==> src/rtl/ringcount_param_if.sv <==
// ringcount_param_if: control/status bundle for ringcount_param.
//   master: drives en, mode, dir, load, load_val; observes q, wrap, err.
//   slave : the counter side (inverse directions).
interface ringcount_param_if #(
  parameter int WIDTH = 3
);
  logic             en;
  logic             mode;
  logic             dir;
  logic             load;
  logic [WIDTH-1:0] load_val;
  logic [WIDTH-1:0] q;
  logic             wrap;
  logic             err;

  modport master (output en, mode, dir, load, load_val,
                  input  q, wrap, err);
  modport slave  (input  en, mode, dir, load, load_val,
                  output q, wrap, err);
endinterface

==> src/rtl/ringcount_param.sv <==
// ringcount_param: one-hot ring / Johnson (twisted-ring) sequencer with
// direction control, step enable, parallel load, illegal-state correction
// and single-cycle wrap/err pulses. All outputs are flops.
//   clk  : rising-edge clock
//   ori  : synchronous active-low reset (loads the home state of current mode)
//   bus  : slave side of ringcount_param_if
//          en/mode/dir/load/load_val in, q/wrap/err out
// WIDTH must be 2..32 and INIT_POS must lie in 0..WIDTH-1.
module ringcount_param #(
  parameter int WIDTH    = 3,
  parameter int INIT_POS = 0
) (
  input logic               clk,
  input logic               ori,
  ringcount_param_if.slave  bus
);

  typedef logic [WIDTH-1:0] st_t;
  typedef logic [WIDTH-2:0] edg_t;

  localparam st_t RING_HOME = st_t'(1) << INIT_POS;

  st_t  q_q, q_d;
  logic wrap_q, wrap_d;
  logic err_q, err_d;

  st_t  home;
  st_t  shifted;
  edg_t edges;
  logic fb;
  logic ring_ok, john_ok, cur_ok, load_ok;
  logic ld_ring_ok, ld_john_ok;
  edg_t ld_edges;

  always_comb begin
    // Home follows the live mode, so a mode flip retargets correction.
    home = bus.mode ? '0 : RING_HOME;

    // Ring legality: exactly one bit set.
    ring_ok    = (q_q != '0) && ((q_q & (q_q - st_t'(1))) == '0);
    ld_ring_ok = (bus.load_val != '0) &&
                 ((bus.load_val & (bus.load_val - st_t'(1))) == '0);

    // Johnson legality: at most one adjacent-bit transition.
    edges      = q_q[WIDTH-2:0] ^ q_q[WIDTH-1:1];
    john_ok    = (edges & (edges - edg_t'(1))) == '0;
    ld_edges   = bus.load_val[WIDTH-2:0] ^ bus.load_val[WIDTH-1:1];
    ld_john_ok = (ld_edges & (ld_edges - edg_t'(1))) == '0;

    cur_ok  = bus.mode ? john_ok    : ring_ok;
    load_ok = bus.mode ? ld_john_ok : ld_ring_ok;

    // Wrap-around bit, inverted in Johnson mode.
    fb      = (bus.dir ? q_q[0] : q_q[WIDTH-1]) ^ bus.mode;
    shifted = bus.dir ? {fb, q_q[WIDTH-1:1]} : {q_q[WIDTH-2:0], fb};

    q_d    = q_q;
    wrap_d = 1'b0;
    err_d  = 1'b0;
    if (bus.load) begin
      // Load wins over en; an illegal value is replaced by home.
      q_d   = load_ok ? bus.load_val : home;
      err_d = ~load_ok;
    end else if (bus.en) begin
      if (!cur_ok) begin
        // Correction step: go home without rotating.
        q_d   = home;
        err_d = 1'b1;
      end else begin
        q_d    = shifted;
        wrap_d = (shifted == home);
      end
    end
  end

  always_ff @(posedge clk) begin
    if (!ori) begin
      q_q    <= home;
      wrap_q <= 1'b0;
      err_q  <= 1'b0;
    end else begin
      q_q    <= q_d;
      wrap_q <= wrap_d;
      err_q  <= err_d;
    end
  end

  assign bus.q    = q_q;
  assign bus.wrap = wrap_q;
  assign bus.err  = err_q;

endmodule

==> src/flat_wrapper.sv <==
// flat-port wrapper written by rule: the top's interface ports become plain ports
module ringcount_param_flat 
#(
  parameter int WIDTH    = 3,
  parameter int INIT_POS = 0
)
  (clk, ori, bus_en, bus_mode, bus_dir, bus_load, bus_load_val, bus_q, bus_wrap, bus_err);
  ringcount_param_if #(.WIDTH(WIDTH)) bus_i ();
  input logic clk;
  input logic ori;
  input wire logic [$bits(bus_i.en)-1:0] bus_en;
  input wire logic [$bits(bus_i.mode)-1:0] bus_mode;
  input wire logic [$bits(bus_i.dir)-1:0] bus_dir;
  input wire logic [$bits(bus_i.load)-1:0] bus_load;
  input wire logic [$bits(bus_i.load_val)-1:0] bus_load_val;
  output wire logic [$bits(bus_i.q)-1:0] bus_q;
  output wire logic [$bits(bus_i.wrap)-1:0] bus_wrap;
  output wire logic [$bits(bus_i.err)-1:0] bus_err;
  assign bus_i.en = bus_en;
  assign bus_i.mode = bus_mode;
  assign bus_i.dir = bus_dir;
  assign bus_i.load = bus_load;
  assign bus_i.load_val = bus_load_val;
  assign bus_q = bus_i.q;
  assign bus_wrap = bus_i.wrap;
  assign bus_err = bus_i.err;
  ringcount_param #(.WIDTH(WIDTH), .INIT_POS(INIT_POS)) u_core (.clk(clk), .ori(ori), .bus(bus_i));
endmodule
==> config.mk <==
export PLATFORM = sky130hd
export DESIGN_NAME = ringcount_param_flat
export DESIGN_NICKNAME = d
export VERILOG_FILES = /design/src/rtl/ringcount_param_if.sv /design/src/rtl/ringcount_param.sv /design/src/flat_wrapper.sv
export SDC_FILE = /design/constraint.sdc
export NUM_CORES = 1
export LEC_CHECK = 0
export ABC_AREA = 1
export CAP_MARGIN = 40
export CORE_AREA = 2 2 39 41
export DETAILED_ROUTE_END_ITERATION = 8
export DIE_AREA = 0 0 41 43
export GPL_ROUTABILITY_DRIVEN = 1
export GPL_TIMING_DRIVEN = 0
export PLACE_DENSITY_LB_ADDON = 0.3
export SETUP_SLACK_MARGIN = 0.02
export SYNTH_ARGS = -nofsm -noshare
export SYNTH_HDL_FRONTEND = slang
export SYNTH_SLANG_ARGS = --single-unit
==> constraint.sdc <==
create_clock -name clk -period 3.95 [get_ports clk]
set_input_delay 0.5925 -clock clk [delete_from_list [all_inputs] [get_ports clk]]
set_output_delay 0.5925 -clock clk [all_outputs]
set_load 0.005 [all_outputs]
==> results of run 1 <==
worst max-delay path, stage by stage:
cell             delay [ps]
clkdlybuf4s50_1         530
inv_1                    90
ha_1                    180
nand2_1                  60
nand3b_1                 70
nand2_1                  80
nand2_1                  50
nor2_1                  160
nand2_1                  90
a21oi_2                 140
state kept, by name, indices dropped and copies added, names as in the netlist:
signal / cells
u_core.bus.err: 1
u_core.bus.wrap: 1
u_core.bus.q: 3
area by class of cell:
cell class / count / share of cell area
well taps: 16 / 0.0287
inverters: 15 / 0.0808
clock buffers: 4 / 0.0377
flip-flops and latches: 5 / 0.187
repair buffers: 13 / 0.187
multi-input cells: 61 / 0.479
per-layer routing:
layer	global-route usage	wire (um)	vias to the layer above
li1	-	-	290
met1	0.160	466	238
met2	0.213	451	13
met3	0.0785	57	0
met4	0.0200	0	0
met5	0	0	-
cell families (layout without fill, tap and decap cells):
family	Yosys count	in the layout	synth area share
AO/OA/AOI/OAI	6	6	0.0673
adder cells (fa/ha/maj)	6	6	0.144
buffers and inverters	15	32	0.108
flip-flops	5	5	0.250
AND/OR/NAND/NOR	49	49	0.430
power by group:
group / switching, mW / internal, mW
clock: 0.0205 / 0.0382
sequential: 0.00484 / 0.0613
combinational: 0.0370 / 0.0330
stage by stage:
step	setup slack, ps	cell area, um2
5_1_grt	1890	697
6_report	2010	697
4_1_cts	1990	697
3_3_place_gp	1750	671
3_5_place_dp	1740	671
2_1_floorplan	2420	520
cells in the final DEF, fill, tap and decap left out, types with 2 or more instances in the layout:
cell / count
o21ai_1: 2
inv_1: 14
nor2_1: 4
nand4_1: 2
nand3_1: 7
clkdlybuf4s50_1: 13
nand2_2: 3
ha_1: 6
nand2_1: 29
dfxtp_1: 2
edfxtp_1: 3
clkbuf_4: 3
worst max path at each step:
stage | to | startpoint | slack [ps] | depth (start not counted)
2_1_floorplan | u_core.bus.q[2] | bus_load_val[0] | 2420 | 7
3_3_place_gp | u_core.bus.q[1] | bus_load_val[1] | 1750 | 8
3_5_place_dp | u_core.bus.q[1] | bus_load_val[1] | 1740 | 10
4_1_cts | u_core.bus.q[1] | bus_load_val[1] | 1990 | 10
5_1_grt | u_core.bus.q[2] | bus_load_val[1] | 1890 | 10
6_report | u_core.bus.q[2] | bus_load_val[1] | 2010 | 10
==> impl_metrics.ini, run 1 <==
[run_status]
outcome = finished, final reports clean

[placement]
io_buffers = 13
dp_hpwl_um = 822
placed_cells = 110
gp_routability_congestion = 0.764

[drt]
routed_wl_um = 975
drc = 0
vias = 541
vias_per_cell = 4.75
drt_iter0_drc = 9
dr.pass1.iters = 3
routedWlPerCell_um = 8.55
postRouteAntennaNets = 0

[clock_tree]
clkLatencyLatePin_ps = 240
cts_hold_buf = 0
clkSinkCount = 5
cts_max_path_buffers = 2
cts_resized = 0
clk_root_buffer_cell = clkbuf_4
htreeDepth = 1
tritoncts = built
cts_setup_buffers = 0
clk_pin_slew_ps = 40
numCtsBuffers = 3

[worst_hold_path]
hold_start = u_core.bus.q[1]
min_path_cells = 4
min_path_type = reg -> reg
holdPathEnd = u_core.bus.wrap

[global_routing]
grt-ovfl-total = 0
antenna_found_initial = 0
grt_pass1_wl_um = 1620
grt_pass1_vias = 429
grt_max_degree = 8
track_usage = 0.136

[finish]
multi_input_area_um2 = 334
diodes = 0
final_cell_count_no_fill = 114
seqCellArea_um2 = 130
layout.nets = 114
fillers = 149
drive_gt1_frac = 0.102
final_util = 0.504
area_growth_pct = 33.9

[job]
max_cap_viol_count = 0

[synth]
synth_area_um2 = 520
yosys.cell_types.count = 19
synth-seq-area-share = 0.250
synthArstFlopShare = 0
synth-edff-count = 3
ys_warn_count = 0
synthesis.nets = 96
synth_top_area_share = 0.209
yosysMostFrequentCell = nand2_1
syn_area_per_cell_um2 = 6.43
synth_seq_cells = 5
netlist_top_cells_count = nand2_1, inv_1, nand3_1
synth_flop_cell = edfxtp_1
synth_area_leaders = nand2_1, edfxtp_1, ha_1, inv_1, dfxtp_1
yosysTopAreaCell = nand2_1
syn_inst = 81

[timing]
finalHoldViolCount = 0
skew_ps = 1.26
fin_crit_ps = 1940
fmaxAchievable_mhz = 515
slew_headroom = 0.841
period_share = 0.492
rsz0062_at_grt = no
timing.hold.ws_ps = 744
worst_slew_pin_slew_ps = 238
drv_slew = 0
finalSetupViolCount = 0
setup_tns_ps = 0

[floorplan]
core_area_mm2 = 0.00138
die_w_um = 41
start_util = 0.376
io_pins = 14
die_area_mm2 = 0.00176
die_h_um = 43
row_count = 14

[critical_path]
crit_fanout = 4
cp-start-kind = primary input
r2r-end = u_core.bus.q[0]
crit_required_ps = 4050
r2r_setup_slack_ps = 2400
cp-end-kind = register
cp.arrival_ps = 2040
reg2reg_depth = 9
critical_path_class = in -> reg
r2r-start = u_core.bus.q[1]

[pwr]
p_leak_nw = 0.352
cellPowerDensity_mw_per_mm2 = 280
vdd_drop_max_mv = 0.209
total_power_mw = 0.195
Power figures use the tool's default switching activity.
==> run 2: changes to the inputs <==
==> constraint.sdc (replaced) <==
create_clock -name clk -period 1.6 [get_ports clk]
set_input_delay 0.24 -clock clk [delete_from_list [all_inputs] [get_ports clk]]
set_output_delay 0.24 -clock clk [all_outputs]
set_load 0.005 [all_outputs]
==> impl_metrics.ini, run 2 (synthesis results as in run 1) <==
[floorplan]
row_count = 14
die_w_um = 41
start_util = 0.376
die_h_um = 43
core_area_mm2 = 0.00138
die_area_mm2 = 0.00176
io_pins = 14

[global_routing]
grt_pass1_wl_um = 1670
grt_max_degree = 8
grt-ovfl-total = 0
track_usage = 0.140
antenna_found_initial = 0
grt_pass1_vias = 446

[critical_path]
path_cells = buf_4 > ha_1 > inv_1 > nand3_2 > nand2_2 > nand2_2 > nor2_4 > nand2_1 > a21oi_2
cp-start-kind = register
r2r-start = u_core.bus.q[1]
path_buf_inv = 2
crit_required_ps = 1690
path_delay_family = simple AND/OR/NAND/NOR gates
max_stage_delay_ps = 420
cp-end-kind = register
endpoint = u_core.bus.q[1]
r2r_setup_slack_ps = 100
r2r-end = u_core.bus.q[1]
cp.arrival_ps = 1600
cp_slowest_cell = edfxtp_1
reg2reg_depth = 9
cpMostUsedCell = nand2_2
cp.depth = 9
crit_fanout = 4
crit_start = u_core.bus.q[1]
critical_path_class = reg -> reg

[clock_tree]
numCtsBuffers = 3
tritoncts = built
clkLatencyLatePin_ps = 240
cts_max_path_buffers = 2
htreeDepth = 1
clk_pin_slew_ps = 40
clk_root_buffer_cell = clkbuf_4
cts_hold_buf = 0
clkSinkCount = 5

[finish]
mostFrequentLayoutCell = nand2_1
diodes = 0
largest_register_ffs = 3
layout.nets = 118
drive_gt1_frac = 0.176
most-common-layout-cells = nand2_1, inv_1, clkdlybuf4s50_1, nand3_1, ha_1
area_growth_pct = 41.8
final_util = 0.533

[pwr]
internal_power_mw = 0.342
seqPwrFrac = 0.322
p_leak_nw = 0.389
cellPowerDensity_mw_per_mm2 = 680
vdd_drop_max_mv = 0.517
total_power_mw = 0.502
sw_frac_of_total = 0.320
p_sw_mw = 0.161
pwr-share-comb = 0.391
p_clk_frac = 0.287

[drt]
top_layer = met3
dr_wl_met2_um = 505
postRouteAntennaNets = 0
drt_iter0_drc = 13
routedWlPerCell_um = 8.76
drc = 0
routed_wl_um = 1030
dr.pass1.iters = 4
vias = 558
vias_per_cell = 4.73
m1WireLength_um = 472
wl_met3_um = 57

[timing]
setup_ws_ps = 95.0
fmaxAchievable_mhz = 664
finalHoldViolCount = 0
drv_slew = 0
rsz0062_at_grt = yes
period_share = 0.941
timing.hold.ws_ps = 470
skew_ps = 2.78
worst_slew_pin_slew_ps = 239
finalSetupViolCount = 0
slew_headroom = 0.840
fin_crit_ps = 1500

[placement]
gp_routability_congestion = 0.764
dp_hpwl_um = 822
io_buffers = 13
dpl_worst_slack_ps = -256

[job]
max_cap_viol_count = 0

[worst_hold_path]
min_path_type = in -> reg
hold_start = bus_load_val[1]

[run_status]
outcome = finished, final reports clean
[run 2: cell types whose count changed in the layout (fill, tap and decap cells not counted)]
cell,previous run,this run
buf_4,0,4
clkdlybuf4s50_1,13,11
dlymetal6s2s_1,0,2
inv_1,14,12
inv_2,1,3
a21oi_1,1,0
a21oi_2,1,2
nor2_1,4,3
nor2_2,0,1
[run 2: cell type report]
| class | instances | area [um2] |
|---|---|---|
| inverters | 15 | 56.3 |
| well taps | 16 | 20.0 |
| repair buffers | 17 | 165 |
| clock buffers | 4 | 26.3 |
| multi-input cells | 61 | 340 |
| flip-flops and latches | 5 | 130 |
| fillers | 138 | 646 |
[run 2: repair_timing]
action                     in CTS  in global routing
buffers inserted                2                  2
resized for setup               1                  5
cloned                          0                  0
setup endpoints to repair       2                  3
[run 2: metrics by stage]
| stage | instance area (um2) | instances | setup TNS (ps) |
|---|---|---|---|
| after global routing | 738 | 118 | -18.4 |
| final | 738 | 118 | 0 |
| after CTS | 714 | 116 | 0 |
| after detailed placement | 671 | 110 | -797 |
| after global placement | 671 | 110 | -786 |
| after floorplan | 520 | 81 | 0 |
[run 2: how the worst min path moves through the flow]
stage | end | slack, ps | cells after the start
2_1_floorplan | u_core.bus.err | 390 | 2
3_3_place_gp | u_core.bus.wrap | 750 | 4
3_5_place_dp | u_core.bus.wrap | 750 | 4
4_1_cts | u_core.bus.err | 690 | 3
5_1_grt | u_core.bus.q[1] | 470 | 3
6_report | u_core.bus.q[1] | 470 | 3
[run 2: per-layer routing]
metal | GRT usage | up-vias
met5 | 0 | -
met4 | 0.0200 | 0
met3 | 0.0785 | 0
met2 | 0.228 | 13
met1 | 0.157 | 245
li1 | - | 300
[run 2: power by group through the flow]
stage,registers [mW],clock network (mW),logic [mW]
2_1_floorplan,0.164,0,0.103
3_3_place_gp,0.166,0,0.171
3_5_place_dp,0.166,0,0.175
4_1_cts,0.162,0.154,0.185
5_1_grt,0.163,0.169,0.222
6_report,0.162,0.144,0.197
[run 2: worst register-to-register path: stages, from the launching register on]
cell and delay, ps:
edfxtp_1 420, buf_4 160, ha_1 160, inv_1 60, nand3_2 80, nand2_2 80
nand2_2 70, nor2_4 110, nand2_1 80, a21oi_2 140
==> run 3: changes to the inputs <==
--- a/config.mk
+++ b/config.mk
@@ -11,9 +11,8 @@
 export DETAILED_ROUTE_END_ITERATION = 8
 export DIE_AREA = 0 0 41 43
 export GPL_ROUTABILITY_DRIVEN = 1
-export GPL_TIMING_DRIVEN = 0
 export PLACE_DENSITY_LB_ADDON = 0.3
-export SETUP_SLACK_MARGIN = 0.02
+export SETUP_SLACK_MARGIN = 0.1
 export SYNTH_ARGS = -nofsm -noshare
 export SYNTH_HDL_FRONTEND = slang
 export SYNTH_SLANG_ARGS = --single-unit
==> impl_metrics.ini, run 3 (synthesis results as in run 1) <==
[timing]
worst_slew_pin_slew_ps = 241
skew_ps = 12.7
finalSetupViolCount = 0
period_share = 0.949
slew_headroom = 0.839
fin_crit_ps = 1520
drv_slew = 0
finalHoldViolCount = 0
fmaxAchievable_mhz = 658
rsz0062_at_grt = yes

[global_routing]
grt_max_degree = 7
grt-ovfl-total = 0
antenna_found_initial = 0
grt_pass1_vias = 517
track_usage = 0.158
grt_pass1_wl_um = 1900

[pwr]
p_sw_mw = 0.179
p_clk_frac = 0.287
pwr-share-comb = 0.414
vdd_drop_max_mv = 0.377
seqPwrFrac = 0.299
cellPowerDensity_mw_per_mm2 = 670
internal_power_mw = 0.363
p_leak_nw = 0.434
sw_frac_of_total = 0.330

[critical_path]
max_stage_delay_ps = 440
critical_path_class = reg -> reg
path_cells = inv_2 > ha_1 > inv_1 > nand2_1 > nand3_2 > nand2_2 > nand2_2 > nor2_4 > nand2_1 > a21oi_2
cp_slowest_cell = edfxtp_1
cp.arrival_ps = 1610
crit_fanout = 4
cp-end-kind = register
cp-start-kind = register
crit_required_ps = 1690

[finish]
layout.nets = 127
drive_gt1_frac = 0.243
mostFrequentLayoutCell = nand2_1
final_util = 0.585
diodes = 0
final_cell_count_no_fill = 127
fin_area_um2 = 810
most-common-layout-cells = nand2_1, inv_1, buf_4, clkdlybuf4s50_1, nand3_1
largest_register_ffs = 3
area_growth_pct = 55.5

[job]
max_cap_viol_count = 0

[drt]
vias = 576
routed_wl_um = 1150
drt_iter0_drc = 18
postRouteAntennaNets = 0
vias_per_cell = 4.54
routedWlPerCell_um = 9.09
dr.pass1.iters = 4
drc = 0

[floorplan]
start_util = 0.376
row_count = 14
io_pins = 14
die_w_um = 41
die_h_um = 43
core_area_mm2 = 0.00138
die_area_mm2 = 0.00176

[placement]
dp_hpwl_um = 903
io_buffers = 13
dpl_cell_area_um2 = 731
gp_routability_congestion = 0.778
placed_cells = 118

[clock_tree]
tritoncts = built
clkSinkCount = 5
clk_pin_slew_ps = 50
htreeDepth = 1
cts_hold_buf = 0
cts_max_path_buffers = 2
clkLatencyLatePin_ps = 250
clk_root_buffer_cell = clkbuf_4
numCtsBuffers = 3

[worst_hold_path]
min_path_type = in -> reg

[run_status]
outcome = finished, final reports clean
==> run 3: cell types whose count changed in the layout (fill, tap and decap cells not counted), sizes merged <==
cell           before  now
dlymetal6s2s        2    1
dlygate4sd2         0    2
clkdlybuf4s50      11   10
buf                 4   13
==> run 3: layout make-up <==
| cell class | count | area (um2) |
|---|---|---|
| Fill cell | 136 | 574 |
| Sequential cell | 5 | 130 |
| Inverter | 15 | 56.3 |
| Tap cell | 16 | 20.0 |
| Timing Repair Buffer | 26 | 231 |
| Multi-Input combinational cell | 61 | 345 |
| Clock buffer | 4 | 26.3 |
==> run 3: path summary, 6_finish.rpt <==
| path | start | endpoint | slack, ps | depth (start not counted) |
|---|---|---|---|---|
| worst max-delay path | u_core.bus.q[0] | u_core.bus.q[1] | 80 | 10 |
| worst min-delay path | bus_load_val[0] | u_core.bus.q[0] | 630 | 7 |
| worst max register to register | u_core.bus.q[0] | u_core.bus.q[1] | 80 | 10 |
| worst min register to register | u_core.bus.q[1] | u_core.bus.wrap | 830 | 5 |
==> run 3: per-stage QoR <==
| stage | TNS, ps | hold WS, ps | power [mW] | worst slack [ps] |
|---|---|---|---|---|
| 2_1_floorplan | 0 | 392 | 0.268 | 170 |
| 3_3_place_gp | -845 | 762 | 0.357 | -266 |
| 3_5_place_dp | -935 | 774 | 0.361 | -303 |
| 4_1_cts | 0 | 639 | 0.522 | 108 |
| 5_1_grt | -25.4 | 726 | 0.574 | -14.0 |
| 6_report | 0 | 631 | 0.542 | 81.2 |
==> run 3: layer usage <==
metal,GRT usage,wire (um),vias up
li1,-,-,318
met1,0.183,520,240
met2,0.253,576,16
met3,0.0157,38,2
met4,0.113,19,0
met5,0,0,-
==> run 3: critical path, delay by kind of cell (launching register included) <==
| family | cells | cell delay, ps |
|---|---|---|
| flops | 1 | 440 |
| compound gates | 1 | 160 |
| simple gates | 6 | 470 |
| fa+ha+maj | 1 | 150 |
| buf+inv | 2 | 140 |
==> run 3: repair_timing <==
| item | 4_1_cts | 5_1_grt |
|---|---|---|
| setup buffers | 2 | 3 |
| resized for setup | 5 | 4 |
| pin swaps | 3 | 1 |
| setup endpoints to repair | 4 | 6 |
==> run 3: power by group through the flow <==
stage	combinational [mW]	sequential, mW	clock (mW)
floorplan	0.103	0.164	0
detailed placement	0.197	0.163	0
CTS	0.208	0.162	0.153
global route	0.250	0.164	0.159
finish	0.225	0.162	0.155
global placement	0.194	0.163	0
